--- src/rtl/alu_seq.sv ---
// alu_seq: registered WIDTH-bit ALU with a start/busy/done handshake.
//   Single-cycle ops: AND, OR, ADD, SUB, NOR, NAND, CMP (signed compares).
//   Optional iterative shift-add multiplier, enabled by the macro ALU_SEQ_MUL_EN.
//   With the macro undefined, opcode 1000 behaves like any undefined opcode.
//
// Ports:
//   clk_i, rst_i        rising-edge clock, synchronous active-high reset
//   start_i             op request, sampled only in IDLE
//   src1_i, src2_i      operands A, B
//   ctrl_i              opcode
//   bonus_i             CMP predicate select
//   busy_o              multiply in progress (WIDTH cycles)
//   done_o              one-cycle pulse, result/flags were just updated
//   result_o            registered result
//   zero_o              result_o == 0 (forced low during reset)
//   cout_o, overflow_o  adder carry / signed overflow; MUL high-half non-zero

// One bit of the datapath: logic terms plus a full adder on the
// (optionally inverted) B operand.
module alu_seq_slice (
  input  logic a,
  input  logic b,
  input  logic inv,
  input  logic ci,
  output logic bx,
  output logic s,
  output logic co,
  output logic y_and,
  output logic y_or
);
  assign bx    = b ^ inv;
  assign s     = a ^ bx ^ ci;
  assign co    = (a & bx) | (ci & (a ^ bx));
  assign y_and = a & b;
  assign y_or  = a | b;
endmodule

module alu_seq #(
  parameter int WIDTH = 32
) (
  input  logic             clk_i,
  input  logic             rst_i,
  input  logic             start_i,
  input  logic [WIDTH-1:0] src1_i,
  input  logic [WIDTH-1:0] src2_i,
  input  logic [3:0]       ctrl_i,
  input  logic [2:0]       bonus_i,
  output logic             busy_o,
  output logic             done_o,
  output logic [WIDTH-1:0] result_o,
  output logic             zero_o,
  output logic             cout_o,
  output logic             overflow_o
);
  localparam int MSB = WIDTH - 1;

  localparam logic [3:0] OP_AND  = 4'b0000;
  localparam logic [3:0] OP_OR   = 4'b0001;
  localparam logic [3:0] OP_ADD  = 4'b0010;
  localparam logic [3:0] OP_SUB  = 4'b0110;
  localparam logic [3:0] OP_CMP  = 4'b0111;
  localparam logic [3:0] OP_NOR  = 4'b1100;
  localparam logic [3:0] OP_NAND = 4'b1101;

  typedef enum logic [1:0] {S_IDLE, S_MUL, S_DONE} state_t;
  state_t state, state_nxt;

  // ---------------------------------------------------------------
  // Bit-slice datapath
  // ---------------------------------------------------------------
  logic             sub_op;
  logic [WIDTH:0]   carry;
  logic [WIDTH-1:0] sum, b_eff, l_and, l_or;

  // CMP reuses the subtractor
  assign sub_op   = (ctrl_i == OP_SUB) || (ctrl_i == OP_CMP);
  assign carry[0] = sub_op;

  for (genvar g = 0; g < WIDTH; g++) begin : g_slice
    alu_seq_slice u_slice (
      .a     (src1_i[g]),
      .b     (src2_i[g]),
      .inv   (sub_op),
      .ci    (carry[g]),
      .bx    (b_eff[g]),
      .s     (sum[g]),
      .co    (carry[g+1]),
      .y_and (l_and[g]),
      .y_or  (l_or[g])
    );
  end

  logic add_ovf, less, equal, cmp_bit;

  assign add_ovf = (src1_i[MSB] == b_eff[MSB]) && (sum[MSB] != src1_i[MSB]);
  // Sign of the difference, corrected when the subtraction overflowed
  assign less    = sum[MSB] ^ add_ovf;
  assign equal   = ~|sum;

  always_comb begin
    cmp_bit = 1'b0;
    case (bonus_i)
      3'd0:    cmp_bit = less;
      3'd1:    cmp_bit = ~less & ~equal;
      3'd2:    cmp_bit = less | equal;
      3'd3:    cmp_bit = ~less;
      3'd4:    cmp_bit = ~equal;
      3'd6:    cmp_bit = equal;
      default: cmp_bit = 1'b0;
    endcase
  end

  logic [WIDTH-1:0] alu_res;
  logic             alu_cout, alu_ovf;

  always_comb begin
    alu_res  = '0;
    alu_cout = 1'b0;
    alu_ovf  = 1'b0;
    case (ctrl_i)
      OP_AND:  alu_res = l_and;
      OP_OR:   alu_res = l_or;
      OP_NOR:  alu_res = ~l_or;
      OP_NAND: alu_res = ~l_and;
      OP_ADD, OP_SUB: begin
        alu_res  = sum;
        alu_cout = carry[WIDTH];
        alu_ovf  = add_ovf;
      end
      OP_CMP:  alu_res = {{(WIDTH-1){1'b0}}, cmp_bit};
      default: alu_res = '0;
    endcase
  end

  // ---------------------------------------------------------------
  // Optional multiplier
  // ---------------------------------------------------------------
  logic is_mul, last_step;

`ifdef ALU_SEQ_MUL_EN
  localparam logic [3:0] OP_MUL = 4'b1000;
  localparam int         CNT_W  = $clog2(WIDTH) + 1;

  logic [2*WIDTH-1:0] acc, acc_nxt, mcand;
  logic [WIDTH-1:0]   mplr;
  logic [CNT_W-1:0]   cnt;

  assign is_mul    = (ctrl_i == OP_MUL);
  assign acc_nxt   = acc + (mplr[0] ? mcand : '0);
  // cnt counts completed steps; this edge performs step WIDTH
  assign last_step = (cnt == CNT_W'(WIDTH - 1));

  always_ff @(posedge clk_i) begin
    if (rst_i) begin
      acc   <= '0;
      mcand <= '0;
      mplr  <= '0;
      cnt   <= '0;
    end else if (state == S_IDLE && start_i && is_mul) begin
      acc   <= '0;
      mcand <= {{WIDTH{1'b0}}, src1_i};
      mplr  <= src2_i;
      cnt   <= '0;
    end else if (state == S_MUL) begin
      acc   <= acc_nxt;
      mcand <= mcand << 1;
      mplr  <= mplr >> 1;
      cnt   <= cnt + 1'b1;
    end
  end
`else
  assign is_mul    = 1'b0;
  assign last_step = 1'b1;
`endif

  // ---------------------------------------------------------------
  // FSM
  // ---------------------------------------------------------------
  always_ff @(posedge clk_i) begin
    if (rst_i) state <= S_IDLE;
    else       state <= state_nxt;
  end

  always_comb begin
    state_nxt = state;
    case (state)
      S_IDLE:  if (start_i) state_nxt = is_mul ? S_MUL : S_DONE;
      S_MUL:   if (last_step) state_nxt = S_DONE;
      S_DONE:  state_nxt = S_IDLE;
      default: state_nxt = S_IDLE;
    endcase
  end

  always_comb begin
    busy_o = (state == S_MUL);
    done_o = (state == S_DONE);
  end

  // ---------------------------------------------------------------
  // Result registers: written only on the edge that leads into DONE
  // ---------------------------------------------------------------
  always_ff @(posedge clk_i) begin
    if (rst_i) begin
      result_o   <= '0;
      cout_o     <= 1'b0;
      overflow_o <= 1'b0;
    end else if (state == S_IDLE && start_i && !is_mul) begin
      result_o   <= alu_res;
      cout_o     <= alu_cout;
      overflow_o <= alu_ovf;
    end
`ifdef ALU_SEQ_MUL_EN
    else if (state == S_MUL && last_step) begin
      result_o   <= acc_nxt[WIDTH-1:0];
      cout_o     <= 1'b0;
      overflow_o <= |acc_nxt[2*WIDTH-1:WIDTH];
    end
`endif
  end

  assign zero_o = ~rst_i & ~|result_o;

endmodule
--- config.mk ---
export PLATFORM = sky130hd
export DESIGN_NAME = alu_seq
export DESIGN_NICKNAME = d
export VERILOG_FILES = /design/src/rtl/alu_seq.sv
export SDC_FILE = /design/constraint.sdc
export NUM_CORES = 1
export LEC_CHECK = 0
export CAP_MARGIN = 20
export CORE_ASPECT_RATIO = 1.1
export CORE_MARGIN = 2
export CORE_UTILIZATION = 49
export CTS_CLUSTER_SIZE = 10
export DETAILED_ROUTE_END_ITERATION = 8
export GPL_ROUTABILITY_DRIVEN = 0
export PLACE_DENSITY = 0.83
export SLEW_MARGIN = 20
export SYNTH_ARGS = -nofsm -noshare
export SYNTH_HDL_FRONTEND = slang
export SYNTH_SLANG_ARGS = --single-unit
--- constraint.sdc ---
create_clock -name clk_i -period 17.8 [get_ports clk_i]
set_clock_uncertainty 0.2 [all_clocks]
set_input_delay 2.67 -clock clk_i [delete_from_list [all_inputs] [get_ports clk_i]]
set_output_delay 2.67 -clock clk_i [all_outputs]
set_load 0.02 [all_outputs]
After elaboration in Yosys (flattened, before gate mapping)
Index checks and enable logic that the tools add are counted.
{"block": "word_totals", "register_bits": 36, "input_bits": 74, "word_cells": 301}
{"block": "classes", "eq_ne": 16, "mux": 6, "n_bitwise": 264, "reduce_logical": 11}
{"operator": "$pmux W32 S6", "n": 1}
{"operator": "$and A1 B1 Y1", "n": 98}
{"operator": "$xor A1 B1 Y1", "n": 97}
{"operator": "$or A1 B1 Y1", "n": 65}
{"operator": "$not A32 Y32", "n": 2}
{"operator": "$reduce_or A32 Y1", "n": 2}
{"operator": "$eq A4 B3 Y1 const B", "n": 2}
{"operator": "$eq A4 B4 Y1 const B", "n": 2}
{"operator": "$eq A3 B2 Y1 const B", "n": 2}
{"operator": "$eq A3 B3 Y1 const B", "n": 2}
{"operator": "$pmux W1 S6", "n": 1}
{"operator": "$eq A4 B1 Y1 const B", "n": 1}
{"operator": "$eq A4 B2 Y1 const B", "n": 1}
{"operator": "$logic_not A4 Y1", "n": 1}
{"operator": "$pmux W2 S2", "n": 1}
{"operator": "$eq A3 B1 Y1 const B", "n": 1}
{"operator": "$logic_not A3 Y1", "n": 1}
{"operator": "$eq A2 B1 Y1 const B", "n": 1}
{"operator": "$eq A2 B2 Y1 const B", "n": 1}
{"operator": "$logic_and A1 B1 Y1", "n": 2}
{"operator": "$logic_not A1 Y1", "n": 2}
{"operator": "$logic_not A2 Y1", "n": 1}
{"operator": "$mux W1", "n": 2}
{"operator": "$mux W2", "n": 1}
{"operator": "6 further kinds", "n": 7}

Logic depth before layout (Yosys ltp)
Gate-level depths: netlist of run 1.
{"block": "logic_depth", "depth_word": 74, "depth_mapped": 47, "mapped_depth_nobuf": 45}

Hierarchy
Synthesis of run 1 repeated with hierarchy kept, for this count alone.
{"block": "unflattened", "hier_cells": 635, "area_unflattened_um2": 4530.6}
{"mod": "alu_seq", "instances": 1, "cells_each": 347, "area_each_um2": 2408.6, "seq_area_each_um2": 700.7}
{"mod": "alu_seq_slice", "instances": 32, "cells_each": 9, "area_each_um2": 66.3, "seq_area_each_um2": 0.0}

Worst setup path before layout of run 1
OpenSTA, ideal clock, no wires.
{"block": "synth_path", "path_type": "input-to-reg", "from": "input port ctrl_i[3]", "to": "register result_o[0]", "arrival_ns": 16.159, "t_required_ns": 17.505, "setup_slack_ns": 1.346, "path_stages": 47, "n_path_buf": 2, "cell_sequence": "buf_4 > nand3b_1 > clkbuf_1 > nor2_1 > a21oi_1 > fa_1 > inv_1 > fa_1 > fa_1 > fa_1 > fa_1 > fa_1 > fa_1 > fa_1 > inv_1 > fa_1 > inv_1 > fa_1 > (+11 left out) > fa_1 > fa_1 > fa_1 > fa_1 > fa_1 > fa_1 > fa_1 > fa_1 > fa_1 > inv_1 > fa_1 > fa_1 > fa_1 > nor4b_1 > nand4_1 > or3_1 > nand3_1 > a221oi_1"}
{"block": "synth_between", "elab_chain_cells": 74, "word_cells_on_any_way": 209}
{"element": "start: declaration", "line_no": "46", "text": "input logic [3:0] ctrl_i,"}
{"element": "branches (longest 73 deep; another with $eq A4 B3 Y1)"}
{"element": "$pmux W32 S6 *", "line_no": "120", "text": "case (ctrl_i)"}
{"element": "end signal: assignment", "line_no": "208", "text": "result_o <= alu_res;"}
{"element": "end: declaration", "line_no": "50", "text": "output logic [WIDTH-1:0] result_o,"}
Mark *: on every way between the ends.
A chain may end at the register's enable or synchronous reset.

Worst setup path after layout of run 1
{"block": "layout_path", "from": "input port ctrl_i[1]", "to": "register result_o[0]"}
Same word-level chain as after synthesis.

==> impl_metrics.env, run 1 <==
export IMPL_run_status="finished, final reports clean"
export IMPL_worst_path_max_delay_cell="clkdlybuf4s50_1"
export IMPL_antenna_left=0
export IMPL_num_fill_cells=616
export IMPL_die_h_um=95.3
export IMPL_critical_path_class="in2reg"
export IMPL_met2_usage_pct=52.0
export IMPL_power_total_uw=260
export IMPL_yosys_top_cells_count="nand2_1, a21oi_1, dfxtp_1"
export IMPL_busiest_layer="met2"
export IMPL_routed_via_count=4073
export IMPL_syn_avg_cell_area_um2=7.83
export IMPL_arrival_ps=17190
export IMPL_grt_use_total_pct=29.6
export IMPL_drt_first_pass_iters=7
export IMPL_pin_count=111
export IMPL_cts_buffers=5
export IMPL_cts_clk_slew_worst_paths_ps=70
export IMPL_min_period_ps=17270
export IMPL_relSlewSlack_pct=27.0
export IMPL_startpoint="ctrl_i[1]"
export IMPL_drt_iter0_markers=408
export IMPL_final_setup_tns_ps=0
export IMPL_start_util_pct=50.2
export IMPL_drt_total_wl_um=12000
export IMPL_powerDensity_nw_per_um2=53.2
export IMPL_drive_above_1_share_pct=5.67
export IMPL_grt_pass1_vias=3971
export IMPL_crit_path_max_incr_delay_ps=580
export IMPL_netlist_area_um2=3710
export IMPL_cpMostUsedCell="fa_1"
export IMPL_area_growth_pct=31.7
export IMPL_wl_per_cell_um=18.4
export IMPL_die_area_um2=8290
export IMPL_startpoint_type="primary input"
export IMPL_fp_dieW_um=87.0
export IMPL_place_hpwl_um=9140
export IMPL_synth_enable_flop_cells=0
export IMPL_synth_async_reset_ratio_pct=0
export IMPL_stdcell_area_um2=4890
export IMPL_hold_buffers=0
export IMPL_cts_resized=0
export IMPL_path_max_fanout=12
export IMPL_hp_start="result_o[28]"
export IMPL_root_buffer="clkbuf_8"
export IMPL_post_cts_buffers=0
export IMPL_post_place_ws_ps=286
export IMPL_met1_usage_pct=36.6
export IMPL_antenna_found_initial=0
export IMPL_setup_viol=0
export IMPL_detailed_place_area_um2=4800
export IMPL_worst_slack_ps=528
export IMPL_overflow=0
export IMPL_yosysMostFrequentCell="nand2_1"
export IMPL_ys_types=54
export IMPL_num_rows=33
export IMPL_worst_r2r_startpoint="state[1]"
export IMPL_stdcell_count=651
export IMPL_cts_sinks=35
export IMPL_rsz0062_at_grt="no"
export IMPL_multi_input_area_um2=2780
export IMPL_synth_cells=474
export IMPL_fin_crit_sh_pct=97.0
export IMPL_grtUsageMet3_pct=4.24
export IMPL_leakage_nw=1.70
export IMPL_htreeDepth=2
export IMPL_hp_class="reg2reg"
export IMPL_synth_area_leaders="dfxtp_1, fa_1, a21oi_1"
export IMPL_worst_setup_path_end_kind="register"
export IMPL_ys_ff_latch=35
export IMPL_hold_violations=0
export IMPL_ctsLongestPathBuffers=2
export IMPL_synth_warning_count=0
export IMPL_clock_latency_ps=290
export IMPL_avgViaCountPerCell=6.26
export IMPL_max_cap_violations=0
export IMPL_ir_drop_mv=0.0284
export IMPL_required_ps=17710
export IMPL_seq_area_frac_synth_pct=18.9
export IMPL_grt_pass1_wl_um=19200
export IMPL_worst_slew_pin_slew_ps=1090
export IMPL_cts_tree="done"
export IMPL_port_buffers=109
export IMPL_placed_cells=644
export IMPL_synth_largest_area_cell="dfxtp_1"
export IMPL_max_freq_ghz=0.0579
export IMPL_grt_max_degree=44
export IMPL_synthFlopType="dfxtp_1"
export IMPL_synth_top_area_share_pct=18.9
export IMPL_regArea_um2=701
export IMPL_slew_viol_final=0
export IMPL_fin_nets=672
export IMPL_core_region_area_um2=7390
export IMPL_syn_num_nets=582
export IMPL_n_antenna_cell=0
export IMPL_post_route_drc_count=0
final cells by class:
class,count,share of cell area (%)
clock buffer,6,1.69
clock inverter,1,0.102
timing repair buffer,116,23.4
tap,87,2.23
sequential,35,14.3
inverter,17,1.31
multi-input combinational,389,56.9
per-stage QoR:
step                      hold slack [ps]  utilization [%]
after floorplan                       346                -
after global placement                258             64.9
after detailed placement              261             64.9
after CTS                             271             66.1
after global routing                  285             66.1
final                                 272             66.1
power breakdown:
part / switching, mW / total [mW] / internal, mW
clock network: 0.0309 / 0.0613 / 0.0304
registers: 0.00142 / 0.0816 / 0.0801
logic: 0.0632 / 0.117 / 0.0540
metal layers:
layer | vias to the layer above | wire length, um
met4 | 0 | 359
met5 | - | 0
met1 | 1904 | 4580
met3 | 45 | 1010
met2 | 248 | 6050
li1 | 1876 | -
critical path: cells and delay by family:
family / cells / cell delay [ps]
buffers and inverters: 7 / 1020
AO/OA/AOI/OAI: 2 / 300
AND/OR/NAND/NOR: 6 / 1180
adder cells (fa/ha/maj): 31 / 12040
worst paths after layout:
kind,endpoint,slack [ps],cells past startpoint
worst min register to register,result_o[28],270,2
worst min-delay path,result_o[28],270,2
worst max register to register,result_o[10],15040,6
worst max-delay path,result_o[0],530,46
sequential cells by signal, indices dropped and copies added, names as in the netlist:
register    flops
state           1
overflow_o      1
result_o       32
cout_o          1
placed cells by master, fill, tap and decap left out, drive strengths merged, types with 7 or more instances in the layout:
master	Yosys	layout
or3	18	18
nand2	70	70
a31o	13	13
xnor2	31	31
nor2	13	13
buf	18	7
clkdlybuf4s50	0	109
nor4	13	13
a21oi	68	68
dfxtp	35	35
a22o	10	10
fa	31	31
nor3	26	26
o21ai	39	39
inv	17	17
logic make-up after synthesis:
logic type	synth area share, %
AO/OA/AOI/OAI	25.6
XOR/XNOR	7.55
adder cells (fa/ha/maj)	19.4
buffers and inverters	6.30
flip-flops	18.9
multiplexers	0.539
other	0.101
AND/OR/NAND/NOR	21.7
(Power assumes the default switching activity.)
==> inputs of run 2 (changes only) <==
Settings changed: CORE_UTILIZATION 49 to 51, PLACE_DENSITY 0.83 to 0.82, SLEW_MARGIN 20 to 15, SYNTH_HIERARCHICAL from default to 1.
==> run 2 against run 1 <==
- the flow now finishes with violations (negative setup slack)
- sequential power grew 0.5%
- non-clock buffer count grew 12
- register-to-register slack gained 480 ps
- critical path type unchanged
- critical endpoint unchanged
- highest routed layer unchanged
==> impl_metrics.env, run 2 <==
export IMPL_run_status="complete, but fails checks"
export IMPL_violations="negative setup slack"
export IMPL_core_region_area_um2=8000
export IMPL_required_ps=17770
export IMPL_ctsLongestPathBuffers=2
export IMPL_largest_reg_flops=32
export IMPL_fp_dieW_um=91.1
export IMPL_num_rows=34
export IMPL_final_setup_tns_ps=-612
export IMPL_drt_first_pass_iters=5
export IMPL_largest_register="result_o"
export IMPL_rsz0062_at_grt="yes"
export IMPL_htreeDepth=2
export IMPL_final_core_util_pct=71.4
export IMPL_hold_violations=0
export IMPL_worst_slack_ps=-368
export IMPL_post_route_drc_count=0
export IMPL_cts_buffers=5
export IMPL_hold_buffers=0
export IMPL_drive_above_1_share_pct=24.4
export IMPL_layout_commonest_cell="clkdlybuf4s50_1"
export IMPL_post_place_ws_ps=-1340
export IMPL_synth_warning_count=6
export IMPL_pin_count=111
export IMPL_drt_total_wl_um=12800
export IMPL_routed_via_count=4562
export IMPL_die_h_um=99.8
export IMPL_grt_pass1_vias=4632
export IMPL_critical_path_class="in2reg"
export IMPL_path_max_fanout=3
export IMPL_die_area_um2=9100
export IMPL_leakage_nw=2.25
export IMPL_drt_iter0_markers=218
export IMPL_root_buffer="clkbuf_8"
export IMPL_synth_cells=604
export IMPL_r2r_setup_slack_ps=15520
export IMPL_min_to="result_o[13]"
export IMPL_busiest_layer="met2"
export IMPL_relSlewSlack_pct=24.3
export IMPL_worst_r2r_startpoint="state[1]"
export IMPL_min_period_ps=18170
export IMPL_r2r_end="result_o[0]"
export IMPL_cts_sinks=35
export IMPL_worst_setup_path_end_kind="register"
export IMPL_start_util_pct=53.3
export IMPL_worst_path_max_delay_cell="fa_1"
export IMPL_antenna_left=0
export IMPL_hp_start="result_o[13]"
export IMPL_avgViaCountPerCell=5.56
export IMPL_grtUsageMet3_pct=4.20
export IMPL_netlist_area_um2=4260
export IMPL_place_hpwl_um=9380
export IMPL_syn_num_nets=710
export IMPL_wl_per_cell_um=15.7
export IMPL_clock_latency_ps=300
export IMPL_setup_viol=3
export IMPL_hold_ws_ps=266
export IMPL_crit_path_max_incr_delay_ps=510
export IMPL_fin_nets=817
export IMPL_met2_usage_pct=53.6
export IMPL_startpoint_type="primary input"
export IMPL_slew_viol_final=0
export IMPL_max_freq_ghz=0.0550
export IMPL_grt_max_degree=37
export IMPL_port_buffers=109
export IMPL_arrival_ps=18140
export IMPL_syn_avg_cell_area_um2=7.05
export IMPL_layout_common_cells="clkdlybuf4s50_1, nand2_1, inv_1, inv_2, o21ai_0"
export IMPL_cts_clk_slew_worst_paths_ps=80
export IMPL_hold_depth=2
export IMPL_n_antenna_cell=0
export IMPL_area_growth_pct=34.1
export IMPL_grt_use_total_pct=27.9
export IMPL_hp_class="reg2reg"
export IMPL_cts_tree="done"
export IMPL_power_total_uw=290
export IMPL_overflow=0
export IMPL_max_cap_violations=0
export IMPL_powerDensity_nw_per_um2=50.8
export IMPL_fin_crit_sh_pct=102
export IMPL_ir_drop_mv=0.0305
export IMPL_grt_pass1_wl_um=20600
export IMPL_r2r_cells=6
export IMPL_cpMostUsedCell="inv_2"
export IMPL_met1_usage_pct=28.6
export IMPL_antenna_found_initial=0
export IMPL_worst_slew_pin_slew_ps=1130
[run 2: changes by cell type in the layout (fill, tap and decap cells not counted), sizes merged, moves of 17 or more]
cell,before,now
a21oi,68,34
a22oi,1,32
and2,1,33
inv,17,131
nor3,26,3
o21ai,39,97
or2,2,32
or3,18,1
[run 2: repair_timing]
| action | CTS | global route |
|---|---|---|
| hold endpoints to repair | 0 | 0 |
| pin swaps | 12 | 11 |
| gates resized for setup | 27 | 11 |
| buffers inserted | 5 | 1 |
| setup endpoints to repair | 5 | 5 |
[run 2: worst max-delay path: cells and delay by family]
kind | cells | cell delay, ps
buffers and inverters | 65 | 3010
and+or+nand+nor | 2 | 400
AOI/OAI and AO/OA | 2 | 410
xor gates and xnor gates | 1 | 110
adders and majority gates | 33 | 11520
[run 2: per-layer routing]
metal  part of all wire (%)  routed length, um  up-vias
met4                    3.7                479        0
met1                     37               4750     2167
met5                      0                  0        -
li1                       -                  -     2150
met2                     53               6820      200
met3                    6.1                783       45
[run 2: final cells by class]
class | instances | area (um^2)
multi-input combinational | 410 | 3050
fill | 675 | 2290
timing repair buffer | 128 | 1250
sequential | 35 | 701
inverter | 131 | 494
tap | 108 | 135
clock buffer | 6 | 72.6
clock inverter | 2 | 12.5
[run 2: worst max-delay path by stage]
stage | to | startpoint | slack [ps]
3_3_place_gp | result_o[0] | ctrl_i[2] | -1140
4_1_cts | result_o[0] | ctrl_i[3] | -420
5_1_grt | result_o[0] | ctrl_i[2] | -1030
2_1_floorplan | result_o[0] | ctrl_i[3] | -1490
6_report | result_o[0] | ctrl_i[2] | -370
3_5_place_dp | result_o[0] | ctrl_i[2] | -1340
[run 2: stage by stage]
| step | cells | cell area, um^2 |
|---|---|---|
| after global placement | 809 | 5530 |
| after global routing | 820 | 5710 |
| after CTS | 820 | 5670 |
| final | 820 | 5710 |
| after floorplan | 604 | 4360 |
| after detailed placement | 809 | 5530 |
[run 2: power breakdown]
part | internal, mW | switching, mW
logic | 0.0651 | 0.0814
registers | 0.0803 | 0.00171
clock network | 0.0274 | 0.0341
